==> config.mk <==
export PLATFORM = sky130hd
export DESIGN_NAME = mips32_mem_arbiter
export DESIGN_NICKNAME = d
export VERILOG_FILES = /design/src/rtl/mips32_mem_arbiter.sv
export SDC_FILE = /design/constraint.sdc
export NUM_CORES = 1
export LEC_CHECK = 0
export ABC_AREA = 0
export CAP_MARGIN = 20
export CORE_AREA = 2 2 95 97
export CTS_CLUSTER_DIAMETER = 40
export DETAILED_ROUTE_END_ITERATION = 8
export DIE_AREA = 0 0 97 99
export PLACE_DENSITY_LB_ADDON = 0.3
export SLEW_MARGIN = 30
export SYNTH_ARGS = -nofsm -noshare
export SYNTH_HDL_FRONTEND = slang
export SYNTH_SLANG_ARGS = --single-unit
export TNS_END_PERCENT = 20
==> constraint.sdc <==
create_clock -name clk1 -period 1.85 [get_ports clk1]
set_input_delay 0.4625 -clock clk1 [delete_from_list [all_inputs] [get_ports clk1]]
set_output_delay 0.4625 -clock clk1 [all_outputs]
set_load 0.02 [all_outputs]
==> src/rtl/mips32_mem_arbiter.sv <==
// ---------------------------------------------------------------------------
// mips32_mem_arbiter
//
// Purpose:
//    Shares one single-port synchronous word memory between the three
//    requesters of the pipelined MIPS32 core: instruction fetch (IF stage),
//    data access (MEM stage, LW/SW) and a loader port that preloads code and
//    operands before the core runs. At most one access is granted per cycle.
//    The arbiter remembers who owns the in-flight read and steers the read
//    data back to that requester one cycle later. It also produces the IF
//    stall signal while a fetch is being held off.
//
// Configuration macro:
//    ARB_FAIR_EN - when defined, a starvation counter lets a waiting fetch
//                  win over data after STARVE_MAX consecutive data grants.
//                  When undefined, priority is strictly loader > data > fetch
//                  and no counter register exists.
//
// Parameters:
//    AW          word-address width
//    DW          data width
//    STARVE_MAX  data grants tolerated while a fetch waits (fair mode)
//
// Ports:
//    clk1        single clock, all state updates on the rising edge
//    rst_n       synchronous, active-low reset
//    halted      core HALTED flag, masks if_req while high
//    if_*        fetch request/address, grant, read-valid and read data
//    stall_if    holds the IF stage while an eligible fetch is not granted
//    dm_*        data request, store flag, address, store data, grant,
//                load-valid and load data
//    ld_*        loader write request, address, data and grant
//    mem_*       memory strobe, write enable, address, write data, read data
//                (mem_rdata is valid one cycle after a read strobe)
// ---------------------------------------------------------------------------
module mips32_mem_arbiter #(
   parameter int AW         = 10,
   parameter int DW         = 32,
   parameter int STARVE_MAX = 4
) (
   input  logic          clk1,
   input  logic          rst_n,
   input  logic          halted,

   input  logic          if_req,
   input  logic [AW-1:0] if_addr,
   output logic          if_gnt,
   output logic          if_rvalid,
   output logic [DW-1:0] if_rdata,
   output logic          stall_if,

   input  logic          dm_req,
   input  logic          dm_we,
   input  logic [AW-1:0] dm_addr,
   input  logic [DW-1:0] dm_wdata,
   output logic          dm_gnt,
   output logic          dm_rvalid,
   output logic [DW-1:0] dm_rdata,

   input  logic          ld_req,
   input  logic [AW-1:0] ld_addr,
   input  logic [DW-1:0] ld_wdata,
   output logic          ld_gnt,

   output logic          mem_en,
   output logic          mem_we,
   output logic [AW-1:0] mem_addr,
   output logic [DW-1:0] mem_wdata,
   input  logic [DW-1:0] mem_rdata
);

   // Owner of the read that is currently in flight inside the memory.
   typedef enum logic [1:0] {
      OWN_NONE = 2'd0,
      OWN_IF   = 2'd1,
      OWN_DM   = 2'd2
   } owner_e;

   owner_e respOwner_q;
   owner_e respOwner_d;

   logic fetchEligible;
   logic boostFetch;
   logic ldGrant;
   logic dmGrant;
   logic ifGrant;

   // A negative starvation limit has no meaning; stop elaboration early.
   if (STARVE_MAX < 0) begin : g_starveMaxCheck
      $error("mips32_mem_arbiter: STARVE_MAX must be non-negative");
   end

   // A fetch only competes for the memory while the core is running.
   assign fetchEligible = if_req & ~halted;

`ifdef ARB_FAIR_EN
   // Counter range is 0..STARVE_MAX, so size it to hold STARVE_MAX itself.
   localparam int CW = (STARVE_MAX < 1) ? 1 : $clog2(STARVE_MAX + 1);
   localparam logic [CW-1:0] StarveLimit = CW'(STARVE_MAX);

   logic [CW-1:0] starveCnt_q;
   logic [CW-1:0] starveCnt_d;

   // Once data has won STARVE_MAX times in a row against a waiting fetch,
   // the fetch is pushed ahead of data for one cycle. The loader is not
   // affected by this boost.
   assign boostFetch = fetchEligible & (starveCnt_q == StarveLimit);

   // Next value of the starvation counter. It only counts data grants
   // that actually overtook a waiting fetch; a loader grant leaves it
   // unchanged so a pending boost survives a preload write.
   always_comb begin
      starveCnt_d = starveCnt_q;
      if (ifGrant || !fetchEligible) begin
         starveCnt_d = '0;
      end else if (dmGrant && (starveCnt_q != StarveLimit)) begin
         starveCnt_d = starveCnt_q + 1'b1;
      end
   end

   // Starvation counter register, cleared by the synchronous reset.
   always_ff @(posedge clk1) begin
      if (!rst_n) begin
         starveCnt_q <= '0;
      end else begin
         starveCnt_q <= starveCnt_d;
      end
   end
`else
   // Strict priority: a fetch is never promoted above data.
   assign boostFetch = 1'b0;
`endif

   // Grant selection. Everything is suppressed while reset is asserted so
   // no memory access can slip through during reset. Otherwise the loader
   // always wins, a boosted fetch beats data, then data beats a normal fetch.
   always_comb begin
      ldGrant = 1'b0;
      dmGrant = 1'b0;
      ifGrant = 1'b0;
      if (rst_n) begin
         if (ld_req) begin
            ldGrant = 1'b1;
         end else if (boostFetch) begin
            ifGrant = 1'b1;
         end else if (dm_req) begin
            dmGrant = 1'b1;
         end else if (fetchEligible) begin
            ifGrant = 1'b1;
         end
      end
   end

   assign ld_gnt = ldGrant;
   assign dm_gnt = dmGrant;
   assign if_gnt = ifGrant;

   // A fetch that wants the memory but did not get it freezes IF.
   assign stall_if = rst_n & fetchEligible & ~ifGrant;

   // Memory port steering from the single winner. Address and write data
   // are driven to zero when nobody is granted to keep the bus quiet.
   always_comb begin
      mem_en    = 1'b0;
      mem_we    = 1'b0;
      mem_addr  = '0;
      mem_wdata = '0;
      if (ldGrant) begin
         mem_en    = 1'b1;
         mem_we    = 1'b1;
         mem_addr  = ld_addr;
         mem_wdata = ld_wdata;
      end else if (dmGrant) begin
         mem_en    = 1'b1;
         mem_we    = dm_we;
         mem_addr  = dm_addr;
         mem_wdata = dm_wdata;
      end else if (ifGrant) begin
         mem_en    = 1'b1;
         mem_addr  = if_addr;
      end
   end

   // The owner for next cycle is whoever receives a read grant now. Writes
   // and idle cycles leave no owner, so they never produce an rvalid.
   always_comb begin
      respOwner_d = OWN_NONE;
      if (ifGrant) begin
         respOwner_d = OWN_IF;
      end else if (dmGrant && !dm_we) begin
         respOwner_d = OWN_DM;
      end
   end

   // Response owner register. Reset drops any read granted just before it,
   // so that read never reports valid data.
   always_ff @(posedge clk1) begin
      if (!rst_n) begin
         respOwner_q <= OWN_NONE;
      end else begin
         respOwner_q <= respOwner_d;
      end
   end

   // Read return path. The rvalid is also masked by rst_n because the
   // owner register only clears on the edge that samples reset low, while
   // the memory data from a pre-reset read is already on mem_rdata.
   assign if_rvalid = rst_n & (respOwner_q == OWN_IF);
   assign dm_rvalid = rst_n & (respOwner_q == OWN_DM);

   // Read data is zero whenever the matching valid is low.
   assign if_rdata = if_rvalid ? mem_rdata : '0;
   assign dm_rdata = dm_rvalid ? mem_rdata : '0;

endmodule

Word level (Yosys, flattened, before mapping)
Index checks and enable logic that the tools add are counted.
- flip-flop bits (word level): 2
- bits of input ports: 133
- output and inout port bits: 114
- logic and storage cells: 38
- eq/ne operators: 2
- mux-type cells: 23
- bitwise operators: 8
- reductions and logical operators: 3
- operator list (operator ; number):
    two-way mux 32 bit ; 4
    two-way mux 10 bit ; 3
    two-way mux 1 bit ; 15
    AND 1 bit ; 5
    inverter 1 bit ; 3
    == test 2 x 1 -> 1 bit, second input constant ; 1
    == test 2 bit, second input constant ; 1
    two-way mux 2 bit ; 1
    OR reduction 2 bit ; 1
    logical AND 1 bit ; 1
    zero test 1 bit ; 1

Longest topological paths before layout
- word-level depth: 9
- depth in mapped cells: 4
- depth with buffers taken out: 3

Worst setup path before layout
Ideal clock, no wire load.
- path kind: input port to output port
- from: input halted
- to: output mem_addr[0]
- arrival: 1.273 ns
- slack: 0.114 ns
- stages: 4
- path through: nand3b_2 > nor3_2 > buf_4 > a221o_1
- longest elaborated chain between the ends: 9
- ends and longest elaborated chain (item ; line ; text):
    from (decl) ; 43 ; input logic halted,
    inverter 1 bit ; 94 ; assign fetchEligible = if_req & ~halted;
    AND 1 bit ; 94 ;
    two-way mux 1 bit ; 148 ; end else if (fetchEligible) begin
    two-way mux 1 bit ; 146 ; end else if (dm_req) begin
    two-way mux 1 bit ; 142 ; if (ld_req) begin
    two-way mux 1 bit ; 141 ; if (rst_n) begin
    net if_gnt ; 47 ; output logic if_gnt,
    two-way mux 10 bit ; 178 ; end else if (ifGrant) begin
    two-way mux 10 bit ; 173 ; end else if (dmGrant) begin
    two-way mux 10 bit ; 168 ; if (ldGrant) begin
    to (decl) ; 67 ; output logic [AW-1:0] mem_addr,
The timed path passes the listed nets, and every way through them passes these cells.

Worst setup path after layout
- from: input ld_req
- to: output mem_addr[6]
- longest elaborated chain between the ends: 5
- elaborated cells on any way between the ends: 9
- ends and longest elaborated chain (item ; line ; text):
    from (decl) ; 60 ; input logic ld_req,
    two-way mux 1 bit ; 142 ;
    two-way mux 1 bit ; 141 ;
    two-way mux 10 bit ; 178 ;
    two-way mux 10 bit ; 173 ;
    two-way mux 10 bit (*) ; 168 ;
Mark *: on every way between the ends. The rest lies on a longest branch, timed or not.

==> flow_summary_export.csv <==
group,metric,value,unit
cells_and_area,drive_gt1_share,39.5,%
logic_synthesis,yosysMostFrequentCell,"and2_1",
logic_synthesis,synth_area_leaders,"and2_1 (36%), a22o_1 (25%), a221o_1 (9.0%)",
logic_synthesis,synth_top_area_cell,"and2_1",
placement,portBuffers,246,
floorplanning,core,0.00855,mm²
logic_synthesis,yosys.area.top_type_share,36.4,%
critical_path,worstSetupPathType,"in -> out",
critical_path,endpoint_kind,"output pin",
sta,setup_ws,-153,ps
route,topRoutingLayerUsed,"met4",
global_routing,grt.total_usage,15.3,%
cells_and_area,reg_top3,"respOwner_q x2",
hold_path,hp-class,"in -> reg",
route,num_vias,2211,
sta,whs,582,ps
cells_and_area,n_antenna_cell,0,
cells_and_area,stdcell_count,526,
sta,max-slew-margin-rel,84.9,%
logic_synthesis,syn_area,0.00112,mm²
logic_synthesis,ys_seq_area_share,3.58,%
logic_synthesis,synth_edf_count,0,
global_routing,grt_overflow_total,0,
floorplanning,start_util,13.1,%
global_routing,antenna_found_initial,0,
cts,cts-root-buf,"clkbuf_8",
cts,cts_buffers,3,
route,wl_per_cell,15.4,µm
critical_path,cpPeakStageDelay,220,ps
pwr,vdd_drop_max,0.211,mV
route,wl_met2,4.44,mm
cells_and_area,fin_util,45.8,%
logic_synthesis,avgSynthCellArea,7.40,µm²
route,detail-route-antenna-nets,0,
cts,cts_tree,"yes",
cells_and_area,largest_reg_flops,2,
logic_synthesis,synth.cells.most_frequent,"and2_1 (65), a22o_1 (32), a221o_1 (10), and3_1 (10)",
placement,routabilityCongestion,0.817,
sta,fmax,499,MHz
floorplanning,die_w,97,µm
sta,period_share,108,%
critical_path,crit_arrival,1540,ps
logic_synthesis,synth_ff_type,"dfxtp_1",
sta,final.min_clock_period,2000,ps
cells_and_area,final_nets,553,
logic_synthesis,async_flop_share,0,%
critical_path,slowest_stage,"nor3_4",
placement,hpwl,6.04,mm
critical_path,crit_chain,"buf_6 > buf_6 > buf_6 > nor3_4 > buf_6 > buf_12 > a221o_1 > buf_6",
sta,fin_tns_setup,-1910,ps
route,vias_per_cell,4.20,
critical_path,critical_path.top_delay_family,"buffers and inverters",
global_routing,grt_pass1_vias,2315,
global_routing,grt_max_degree,34,
sta,hold_violations,0,
route,route.detailed.drc,0,
logic_synthesis,synthCells,151,
cells_and_area,area_delta_synth_final,250,%
sta,grt_setup_unrepaired,"yes",
sta,slew_viol_final,0,
sta,setup_viol,30,
cells_and_area,fin_area,0.00392,mm²
floorplanning,die-area,0.00960,mm²
critical_path,path_common_cell,"buf_6",
floorplanning,die_h,99,µm
cells_and_area,top_register,"respOwner_q",
critical_path,required,1390,ps
floorplanning,io_pins,247,
logic_synthesis,synthDistinctLibCells,23,
cts,cts_buffer_depth,2,
cts,cts_max_level,1,
global_routing,grt_pass1_wl,12.1,mm
route,drt-pass1-iter-count,4,
sta,tightest_slew,225,ps
floorplanning,rows,34,
critical_path,cp-start-kind,"primary input",
cts,clk_pin_slew,30,ps
placement,place_inst,503,
cts,hold_buffers,0,
logic_synthesis,ys_seq_elements,2,
logic_synthesis,ys_warn_count,0,
critical_path,cp_max_fo,5,
status,violations,"setup timing",
status,status,"finished, violations left",
critical_path,path_buf_inv,6,
cts,cts.sinks,2,
placement,placed_area,0.00377,mm²
pwr,p_leak,1.93,nW
route,met3WireLength,523,µm
pwr,p_per_area,252,mW/mm²
route,wirelength,8.12,mm
logic_synthesis,synth_nets,284,
route,drtIter0Drc,50,
cells_and_area,nFillCells,856,
run,cap_viol_max_count,0,
route,drt-met1-wl,3.07,mm
stage by stage:
stage	power (mW)	worst slack [ps]
floorplan	0.263	114
CTS	0.968	-131
detailed placement	0.726	-1000
global route	1.03	-190
finish	0.985	-153
global placement	0.721	-965
placed cells by master, fill, tap and decap left out, drive strengths merged:
cell type and instances:
buf 147, a21oi 1, clkdlybuf4s15 4, and3 10, nand3b 1, clkbuf 5, and2 65, dlymetal6s2s 1
dfxtp 2, nor2b 1, clkdlybuf4s50 126, nor2 4, a22o 32, bufbuf 1, nand2b 1, a221o 10
and3b 1, a21boi 1, nand2 2, nor3 3
routing by layer:
layer | GRT usage [%] | vias to the layer above
met4 | 3.03 | 0
met1 | 17.3 | 992
met2 | 29.9 | 119
met5 | 0 | -
li1 | - | 1090
met3 | 2.62 | 10
cell families after synthesis:
kind of cell           count (synthesis)  share of synthesized area [%]
flip-flops                             2                           3.58
buffers and inverters                 17                           11.4
AND/OR/NAND/NOR                       88                           49.8
AO/OA/AOI/OAI                         44                           35.2
repair_timing:
item / 4_1_cts / 5_1_grt
gates resized for setup: 527 / 49
pin swaps: 20 / 21
endpoints found under the hold margin: 0 / 0
setup endpoints to repair: 114 / 82
gates cloned: 8 / 0
setup buffers: 15 / 0
final cells by class:
| class | instances | area (µm²) | area share [%] |
|---|---|---|---|
| clock buffers | 3 | 41.3 | 1.05 |
| multi-input cells | 132 | 997 | 25.5 |
| flip-flops and latches | 2 | 40.0 | 1.02 |
| well taps | 108 | 135 | 3.45 |
| repair buffers | 281 | 2700 | 69.0 |
worst paths after layout:
| path | start | end | slack, ps | cells after the start |
|---|---|---|---|---|
| worst max-delay path | ld_req | mem_addr[6] | -150 | 8 |
| worst min-delay path | dm_req | respOwner_q[0] | 580 | 3 |
report_power, final:
part           switching, mW  total (mW)  internal, mW
clock network         0.0348       0.172         0.138
logic                  0.270       0.768         0.498
registers           0.000431      0.0449        0.0445
No activity file was read; power rests on OpenSTA's default activity.
